File: src/rtl/riscv_wbuf_fwd.sv
// Posted-write buffer between the core data port and the cache/BIU: in-order
// drain, overtaking reads, store-to-load forwarding, write merging and fences.
module riscv_wbuf_fwd #(
  parameter int XLEN    = 32,
  parameter int DEPTH   = 4,
  parameter int FORWARD = 1,
  parameter int MERGE   = 1
) (
  input  logic              clk_i,
  input  logic              rst_i,
  input  logic              up_req_i,
  input  logic              up_we_i,
  input  logic [XLEN-1:0]   up_adr_i,
  input  logic [XLEN/8-1:0] up_be_i,
  input  logic [XLEN-1:0]   up_d_i,
  output logic [XLEN-1:0]   up_q_o,
  output logic              up_ack_o,
  output logic              up_err_o,
  output logic              dn_req_o,
  output logic              dn_we_o,
  output logic [XLEN-1:0]   dn_adr_o,
  output logic [XLEN/8-1:0] dn_be_o,
  output logic [XLEN-1:0]   dn_d_o,
  input  logic [XLEN-1:0]   dn_q_i,
  input  logic              dn_ack_i,
  input  logic              dn_err_i,
  input  logic              drain_i,
  output logic              drain_done_o,
  output logic              wr_err_o,
  output logic              empty_o,
  output logic              full_o
);
  localparam int BW = XLEN / 8;
  localparam int OW = $clog2(BW);
  localparam int PW = $clog2(DEPTH);

  // Downstream port: idle, draining the head entry, or passing a read through.
  // dn_req_o is high in S_WR/S_RD and drops the cycle after dn_ack_i.
  typedef enum logic [1:0] {S_IDLE, S_WR, S_RD} state_e;
  state_e state_q, state_d;

  logic [XLEN-1:0]  adr_q [DEPTH];
  logic [XLEN-1:0]  dat_q [DEPTH];
  logic [BW-1:0]    be_q  [DEPTH];
  logic [DEPTH-1:0] vld_q;
  logic [PW-1:0]    head_q, tail_q;
  logic [PW:0]      count_q, count_d;
  logic             fwd_ack_q;
  logic [XLEN-1:0]  fwd_dat_q;
  logic             wr_err_q, drain_done_q, drain_fired_q;

  logic             hit;
  logic [PW-1:0]    hit_idx, scan_idx, newest_idx;
  logic             merge_ok, wr_req, rd_req, wr_accept, push, merge_wr, pop;
  logic             fwd_go, rd_issue, full, empty, drain_cond;
  logic [XLEN-1:0]  mrg_dat;

  assign full  = (count_q == (PW+1)'(DEPTH));
  assign empty = (count_q == '0);

  // Scan oldest to newest so the last match is the newest hitting entry.
  always_comb begin
    hit      = 1'b0;
    hit_idx  = '0;
    scan_idx = '0;
    for (int i = 0; i < DEPTH; i++) begin
      scan_idx = head_q + PW'(i);
      if (vld_q[scan_idx] && (adr_q[scan_idx][XLEN-1:OW] == up_adr_i[XLEN-1:OW])) begin
        hit     = 1'b1;
        hit_idx = scan_idx;
      end
    end
  end

  assign newest_idx = tail_q - PW'(1);
  assign pop        = (state_q == S_WR) && dn_ack_i;
  assign merge_ok   = (MERGE != 0) && up_we_i && vld_q[newest_idx] &&
                      (adr_q[newest_idx][XLEN-1:OW] == up_adr_i[XLEN-1:OW]) &&
                      !((state_q == S_WR) && (newest_idx == head_q));
  assign wr_req     = up_req_i && up_we_i && !drain_i && !rst_i;
  assign rd_req     = up_req_i && !up_we_i && !drain_i && !rst_i;
  // A slot freed by a pop this cycle can take the incoming write.
  assign wr_accept  = wr_req && (merge_ok || !full || pop);
  assign push       = wr_accept && !merge_ok;
  assign merge_wr   = wr_accept && merge_ok;
  assign fwd_go     = (FORWARD != 0) && rd_req && hit && !fwd_ack_q &&
                      ((be_q[hit_idx] & up_be_i) == up_be_i);
  assign rd_issue   = rd_req && !hit && !fwd_ack_q;
  assign drain_cond = drain_i && empty && (state_q == S_IDLE) && !drain_fired_q;

  always_comb begin
    mrg_dat = dat_q[newest_idx];
    for (int b = 0; b < BW; b++) begin
      if (up_be_i[b]) mrg_dat[b*8 +: 8] = up_d_i[b*8 +: 8];
    end
  end

  always_comb begin
    case ({push, pop})
      2'b10:   count_d = count_q + (PW+1)'(1);
      2'b01:   count_d = count_q - (PW+1)'(1);
      default: count_d = count_q;
    endcase
  end

  always_ff @(posedge clk_i) begin
    if (rst_i) state_q <= S_IDLE;
    else       state_q <= state_d;
  end

  always_comb begin
    state_d = state_q;
    case (state_q)
      S_IDLE: begin
        if (rd_issue)           state_d = S_RD;
        else if (count_q != '0) state_d = S_WR;
      end
      S_WR:    if (dn_ack_i) state_d = S_IDLE;
      S_RD:    if (dn_ack_i) state_d = S_IDLE;
      default: state_d = S_IDLE;
    endcase
  end

  always_comb begin
    dn_req_o = (state_q != S_IDLE);
    dn_we_o  = (state_q == S_WR);
    dn_adr_o = adr_q[head_q];
    dn_be_o  = be_q[head_q];
    dn_d_o   = dat_q[head_q];
    if (state_q == S_RD) begin
      dn_adr_o = up_adr_i;
      dn_be_o  = up_be_i;
    end
    up_ack_o = wr_accept || fwd_ack_q || ((state_q == S_RD) && dn_ack_i);
    up_q_o   = fwd_ack_q ? fwd_dat_q : dn_q_i;
    up_err_o = (state_q == S_RD) && dn_ack_i && dn_err_i;
  end

  always_ff @(posedge clk_i) begin
    if (push) begin
      adr_q[tail_q] <= up_adr_i;
      be_q[tail_q]  <= up_be_i;
      dat_q[tail_q] <= up_d_i;
    end else if (merge_wr) begin
      be_q[newest_idx]  <= be_q[newest_idx] | up_be_i;
      dat_q[newest_idx] <= mrg_dat;
    end
    if (fwd_go) fwd_dat_q <= dat_q[hit_idx];
  end

  always_ff @(posedge clk_i) begin
    if (rst_i) begin
      vld_q         <= '0;
      head_q        <= '0;
      tail_q        <= '0;
      count_q       <= '0;
      fwd_ack_q     <= 1'b0;
      wr_err_q      <= 1'b0;
      drain_done_q  <= 1'b0;
      drain_fired_q <= 1'b0;
    end else begin
      if (pop) begin
        vld_q[head_q] <= 1'b0;
        head_q        <= head_q + PW'(1);
      end
      if (push) begin
        vld_q[tail_q] <= 1'b1;
        tail_q        <= tail_q + PW'(1);
      end
      count_q       <= count_d;
      fwd_ack_q     <= fwd_go;
      wr_err_q      <= pop && dn_err_i;
      drain_done_q  <= drain_cond;
      drain_fired_q <= drain_i && (drain_fired_q || drain_cond);
    end
  end

  assign wr_err_o     = wr_err_q;
  assign drain_done_o = drain_done_q;
  assign empty_o      = empty;
  assign full_o       = full;

endmodule

File: config.mk
export PLATFORM = sky130hd
export DESIGN_NAME = riscv_wbuf_fwd
export DESIGN_NICKNAME = d
export VERILOG_FILES = /design/src/rtl/riscv_wbuf_fwd.sv
export SDC_FILE = /design/constraint.sdc
export NUM_CORES = 1
export LEC_CHECK = 0
export CAP_MARGIN = 20
export CORE_ASPECT_RATIO = 2
export CORE_MARGIN = 2
export CORE_UTILIZATION = 25
export DETAILED_ROUTE_END_ITERATION = 10
export GPL_ROUTABILITY_DRIVEN = 0
export PLACE_DENSITY = 0.45
export SLEW_MARGIN = 20
export SYNTH_ARGS = -nofsm -noshare
export SYNTH_HDL_FRONTEND = slang
export SYNTH_SLANG_ARGS = --single-unit
File: constraint.sdc
create_clock -name clk_i -period 15.52 [get_ports clk_i]
set_input_delay 4.656 -clock clk_i [delete_from_list [all_inputs] [get_ports clk_i]]
set_output_delay 4.656 -clock clk_i [all_outputs]
set_load 0.01 [all_outputs]
== Word-level counts from Yosys, hierarchy flattened ==
Memory sizes are Yosys's and may differ from the RTL's. A register that Yosys moved wholly into a read port is not among the register bits.
Cells that the tools add are included.
Word-level totals
  register bits: 17
  memory bits (writable): 272
  bits of input ports: 107
  output and inout port bits: 108
  memories: 3
Memory list
  adr_q: depth 4, width 32, rd ports 5, clocked after Yosys merged registers in 1, write ports 1, RTL line 42  | logic [XLEN-1:0] adr_q [DEPTH];
  dat_q: depth 4, width 32, rd ports 2, clocked after Yosys merged registers in 2, write ports 1, RTL line 43  | logic [XLEN-1:0] dat_q [DEPTH];
  be_q: depth 4, width 4, rd ports 3, clocked after Yosys merged registers in 1, write ports 1, RTL line 44  | logic [BW-1:0] be_q [DEPTH];
Operators by class
  add/subtract/negate cells: 7
  magnitude comparators: 8
  eq/ne operators: 18
  muxes and demuxes: 54
  bitwise gates (word level): 5
  reductions and logical operators: 59
Operators with widths (count)
  $eq A30 B30 Y1: 5
  $mux W32: 3
  $logic_and A1 B1 Y1: 32
  $mux W8: 4
  $reduce_or A32 Y1: 1
  $mux W2: 15
  $mux W4: 6
  $lt A2 B3 Y1 const B: 6
  $mux W1: 17
  $bmux W1 S2: 5
  $reduce_and A2 Y1: 5
  $logic_not A1 Y1: 9
  $and A4 B4 Y4: 2
  $or A4 B4 Y4: 2
  $pmux W3 S2: 1
  $logic_or A1 B1 Y1: 5
  $add A2 B1 Y2 const B: 2
  $add A2 B2 Y2 const B: 2
  $demux W1 S2: 2
  $eq A2 B1 Y1 const B: 2
  $eq A2 B2 Y1 const B: 2
  $eq A4 B4 Y1: 1
  $ge A2 B1 Y1 const B: 2
  $ne A1 B1 Y1 const B: 4
  other kinds (15): 16

== Depth between registers and ports, before layout ==
  word-level depth: 16
  mapped depth: 21
  gate-level depth less buffers: 16

== Worst setup path before layout ==
OpenSTA, ideal clock, no wires.
  path type: input -> output
  from: in up_adr_i[13]
  to: out up_ack_o
  data arrival time: 6.184 ns
  data required time: 10.864 ns
  setup slack: 4.680 ns
  stages: 7
  buffers on the path: 1
  cells stage by stage: buf_1 > xnor2_1 > nand2_1 > nor4_1 > nand4_1 > a31oi_1 > a211o_1
On the way
  cells in the longest elaborated chain, start to end: 8
RTL lines
  start: declaration: RTL line 13  | input logic [XLEN-1:0] up_adr_i,
  $eq A30 B30 Y1: RTL line 78  | (adr_q[newest_idx][XLEN-1:OW] == up_adr_i[XLEN-1:OW]) &&
  $logic_and A1 B1 Y1: RTL line 77  | assign merge_ok = (MERGE != 0) && up_we_i && vld_q[newest_idx] &&
  $logic_and A1 B1 Y1: RTL line 78
  $logic_or A1 B1 Y1 (2 in a row): RTL line 83  | assign wr_accept = wr_req && (merge_ok || !full || pop);
  $logic_and A1 B1 Y1: RTL line 83
  $logic_or A1 B1 Y1 (2 in a row): RTL line 134  | up_ack_o = wr_accept || fwd_ack_q || ((state_q == S_RD) && dn_ack_i);
  end: declaration: RTL line 17  | output logic up_ack_o,
Every way passes these cells.

== Worst setup path in the final report ==
  from: in up_adr_i[12]
  to: out up_ack_o
Same word-level chain as after synthesis.

==> flow_summary.json <==
{
  "status": "completed",
  "required_ns": 10.86,
  "crit_path_frequent_cell": "clkdlybuf4s50_1",
  "initial_core_util_pct": 25.1,
  "grt_antenna_before_repair": 3,
  "place_area_mm2": 0.0230,
  "grt_max_degree": 72,
  "path_buf_inv": 2,
  "synth_area_mm2": 0.0198,
  "dieArea_mm2": 0.0817,
  "tns_ns": 0,
  "end_kind": "output pin",
  "fillers": 7925,
  "hold_violations": 0,
  "path_class": "in -> out",
  "drv_slew": 0,
  "min_to": "drain_done_o",
  "synth_top_area_share_pct": 46.0,
  "drt-initial-drc-count": 865,
  "htreeDepth": 2,
  "final_cell_count_no_fill": 2675,
  "wl_mm": 72.9,
  "first_pass_iters": 6,
  "ys_ff_latch": 323,
  "area_growth_pct": 22.2,
  "ant_nets": 0,
  "hpwl_mm": 53.1,
  "syn_avg_cell_area_um2": 13.8,
  "drive_above_1_share_pct": 22.4,
  "cts_setup_buffers": 0,
  "synth-edff-count": 304,
  "via_per_inst": 5.11,
  "fp.coreArea_mm2": 0.0789,
  "crit_arrival_ns": 8.00,
  "fin_worst_skew_ns": 0.0526,
  "peakVddDrop_v": 0.0000734,
  "grt_use_total_pct": 17.7,
  "synth_area_leader_cell": "edfxtp_1",
  "numCtsBuffers": 38,
  "slew_headroom_pct": 17.6,
  "min_from": "drain_fired_q",
  "period_needed_ns": 12.66,
  "min_path_cells": 1,
  "critical_path.max_stage_delay_ns": 0.78,
  "ys_warn_count": 0,
  "rr_startpoint": "head_q[1]",
  "cts-root-buf": "clkbuf_16",
  "p_per_area_mw_per_mm2": 89.9,
  "syn_inst": 1438,
  "fin_nets": 1730,
  "placed_cells": 2606,
  "rsz0062_at_grt": "false",
  "die-height_um": 402,
  "worstReg2RegEnd": "fwd_dat_q[2]",
  "drc": 0,
  "rrSetupSlack_ns": 7.57,
  "crit_path_max_fanout": 14,
  "min_path_type": "reg -> reg",
  "grt_pass1_wl_mm": 103,
  "crit_slowest_cell": "xnor2_1",
  "yosysSeqAreaShare_pct": 48.0,
  "cts_tree": "done",
  "hold_buffers": 0,
  "ctsResizeCount": 0,
  "setup_viol": 0,
  "synthFlopType": "edfxtp_1",
  "synth-async-reset-ratio_pct": 0,
  "worstSetupStartpointType": "input port",
  "cts_buffer_depth": 3,
  "portBuffers": 214,
  "cpLargestDelayFamily": "buffers and inverters",
  "min_period_over_period_pct": 81.6,
  "synth.distinct_cells": 74,
  "path_clk_slew_ns": 0.06,
  "vias": 13661,
  "r2r_cells": 18,
  "synth_nets": 1558,
  "design_area_mm2": 0.0242,
  "grt_pass1_vias": 14165,
  "diodes": 0,
  "pin_count": 215,
  "wire_per_inst_um": 27.3,
  "crit_path_cell_trace": "clkdlybuf4s50_1 > xnor2_1 > nand2_1 > nor3_1 > nand4_1 > a31oi_1 > a211o_1 > clkdlybuf4s50_1",
  "clock-sinks": 323,
  "die_w_um": 203,
  "grt_overflow_total": 0,
  "worst_pin_slew_ns": 1.24,
  "drv_cap": 0,
  "fp-row-count": 146,
  "synth_area_leaders": "edfxtp_1 (46%), mux4_2 (17%), mux2_2 (6.2%)",
  "leakagePower_nw": 7.24,
  "clock_latency_ns": 0.59,
  "fmax_ghz": 0.0790
}
state kept, by name (all words and copies together) (netlist names), named ones only:
register / count
adr_q: 128
be_q: 16
count_q: 3
dat_q: 128
drain_done_o: 1
drain_fired_q: 1
fwd_ack_q: 1
fwd_dat_q: 32
head_q: 2
state_q: 2
tail_q: 2
vld_q: 4
wr_err_o: 1
power by group:
part	switching [mW]	internal [mW]	leakage, nW
Combinational	0.162	0.140	3.74
Sequential	0.00954	0.958	2.90
Clock	0.392	0.516	0.604
Total	0.564	1.61	7.24
worst max-delay path by stage:
stage            startpoint        to  depth (start not counted)
2_1_floorplan  up_adr_i[13]  up_ack_o                          7
3_3_place_gp   up_adr_i[12]  up_ack_o                          8
3_5_place_dp   up_adr_i[12]  up_ack_o                          8
4_1_cts        up_adr_i[12]  up_ack_o                          8
5_1_grt        up_adr_i[12]  up_ack_o                          8
6_report       up_adr_i[12]  up_ack_o                          8
per-stage QoR:
stage | power [mW] | hold slack (ns) | setup WS (ns) | utilization [%]
global placement | 1.29 | 0.424 | 2.96 | 29.1
detailed placement | 1.29 | 0.428 | 2.91 | 29.1
finish | 2.18 | 0.428 | 2.86 | 30.7
global route | 2.25 | 0.461 | 2.60 | 30.7
CTS | 2.21 | 0.439 | 2.90 | 30.7
floorplan | 1.15 | 0.400 | 4.68 | -
Yosys cell counts, types with 4 or more instances:
cell,count
o211ai_1,6
nor3_1,15
o22ai_1,18
buf_6,10
o2111ai_1,4
nor2_1,73
buf_1,27
a2111oi_0,5
a221oi_1,5
edfxtp_1,304
a21o_1,7
a31oi_1,4
buf_4,5
nand4b_1,4
and2_1,17
dfxtp_1,19
o21ai_0,29
buf_2,13
or3_1,4
ha_1,12
xor2_1,30
nand3_1,12
clkinv_1,4
nand2_1,62
a21oi_1,52
nor4_1,15
or4_1,5
mux2_2,110
nand2b_1,7
nand4_1,25
a211oi_1,5
o2bb2ai_1,4
xnor2_1,113
inv_1,25
and3_1,8
clkbuf_1,56
mux2i_1,117
mux4_2,146
worst register-to-register path, stage by stage (launching register included):
cell and delay (ns):
dfxtp_1 0.30, buf_4 0.48, inv_1 0.39, buf_4 0.28, ha_1 0.31, buf_4 0.35
clkinv_1 0.76, mux2i_1 0.42, xor2_1 0.20, nor4_1 0.62, nor4b_2 0.66, nand2_1 0.44
nor3b_1 0.32, nor2_4 0.16, buf_6 0.60, a2111oi_0 0.23, a211o_1 0.35, a211oi_4 0.17
buf_4 0.49
final cells by class:
cell class                      instances  area (µm²)  share of cell area, %
Multi-Input combinational cell        974        9700                   40.1
Clock buffer                           45         998                   4.12
Timing Repair Buffer                  244        2370                   9.79
Clock inverter                         24         225                  0.930
Sequential cell                       323        9520                   39.3
Inverter                               29         109                  0.449
Tap cell                             1036        1300                   5.35
kinds of logic (layout without fill, tap and decap cells):
logic type | Yosys count | count (layout) | synth area share [%]
buffers and inverters | 141 | 342 | 3.28
AO/OA/AOI/OAI | 179 | 179 | 5.98
multiplexers | 374 | 374 | 28.8
adder cells (fa/ha/maj) | 13 | 13 | 0.858
flip-flops | 323 | 323 | 48.0
AND/OR/NAND/NOR | 265 | 265 | 6.80
XOR/XNOR | 143 | 143 | 6.32
cells in the final DEF, fill, tap and decap left out, types with 5 or more instances in the layout:
cell type,instances
nor2_1,72
a2111oi_0,5
xor2_1,30
a21o_1,7
a221oi_1,5
inv_1,25
buf_4,29
clkbuf_1,6
nor4_1,14
clkdlybuf4s50_1,214
nand4_1,25
nand2_1,62
or4_1,5
ha_1,11
clkinv_1,7
clkinv_2,9
nand2b_1,7
o21ai_0,29
and3_1,8
edfxtp_1,304
clkbuf_16,39
mux2_2,110
nand3_1,12
mux4_2,146
and2_1,17
nor3_1,15
o211ai_1,6
a21oi_1,52
dfxtp_1,14
xnor2_1,113
o22ai_1,18
mux2i_1,117
per-layer routing:
metal / track usage (%) / vias to the layer above / wire length, µm
li1: - / 6008 / -
met2: 32.8 / 516 / 38700
met3: 3.05 / 181 / 3640
met4: 12.8 / 6 / 6130
met5: 0 / - / 35
met1: 17.5 / 6950 / 24400
Note: power is estimated with default switching activity, not from simulation.
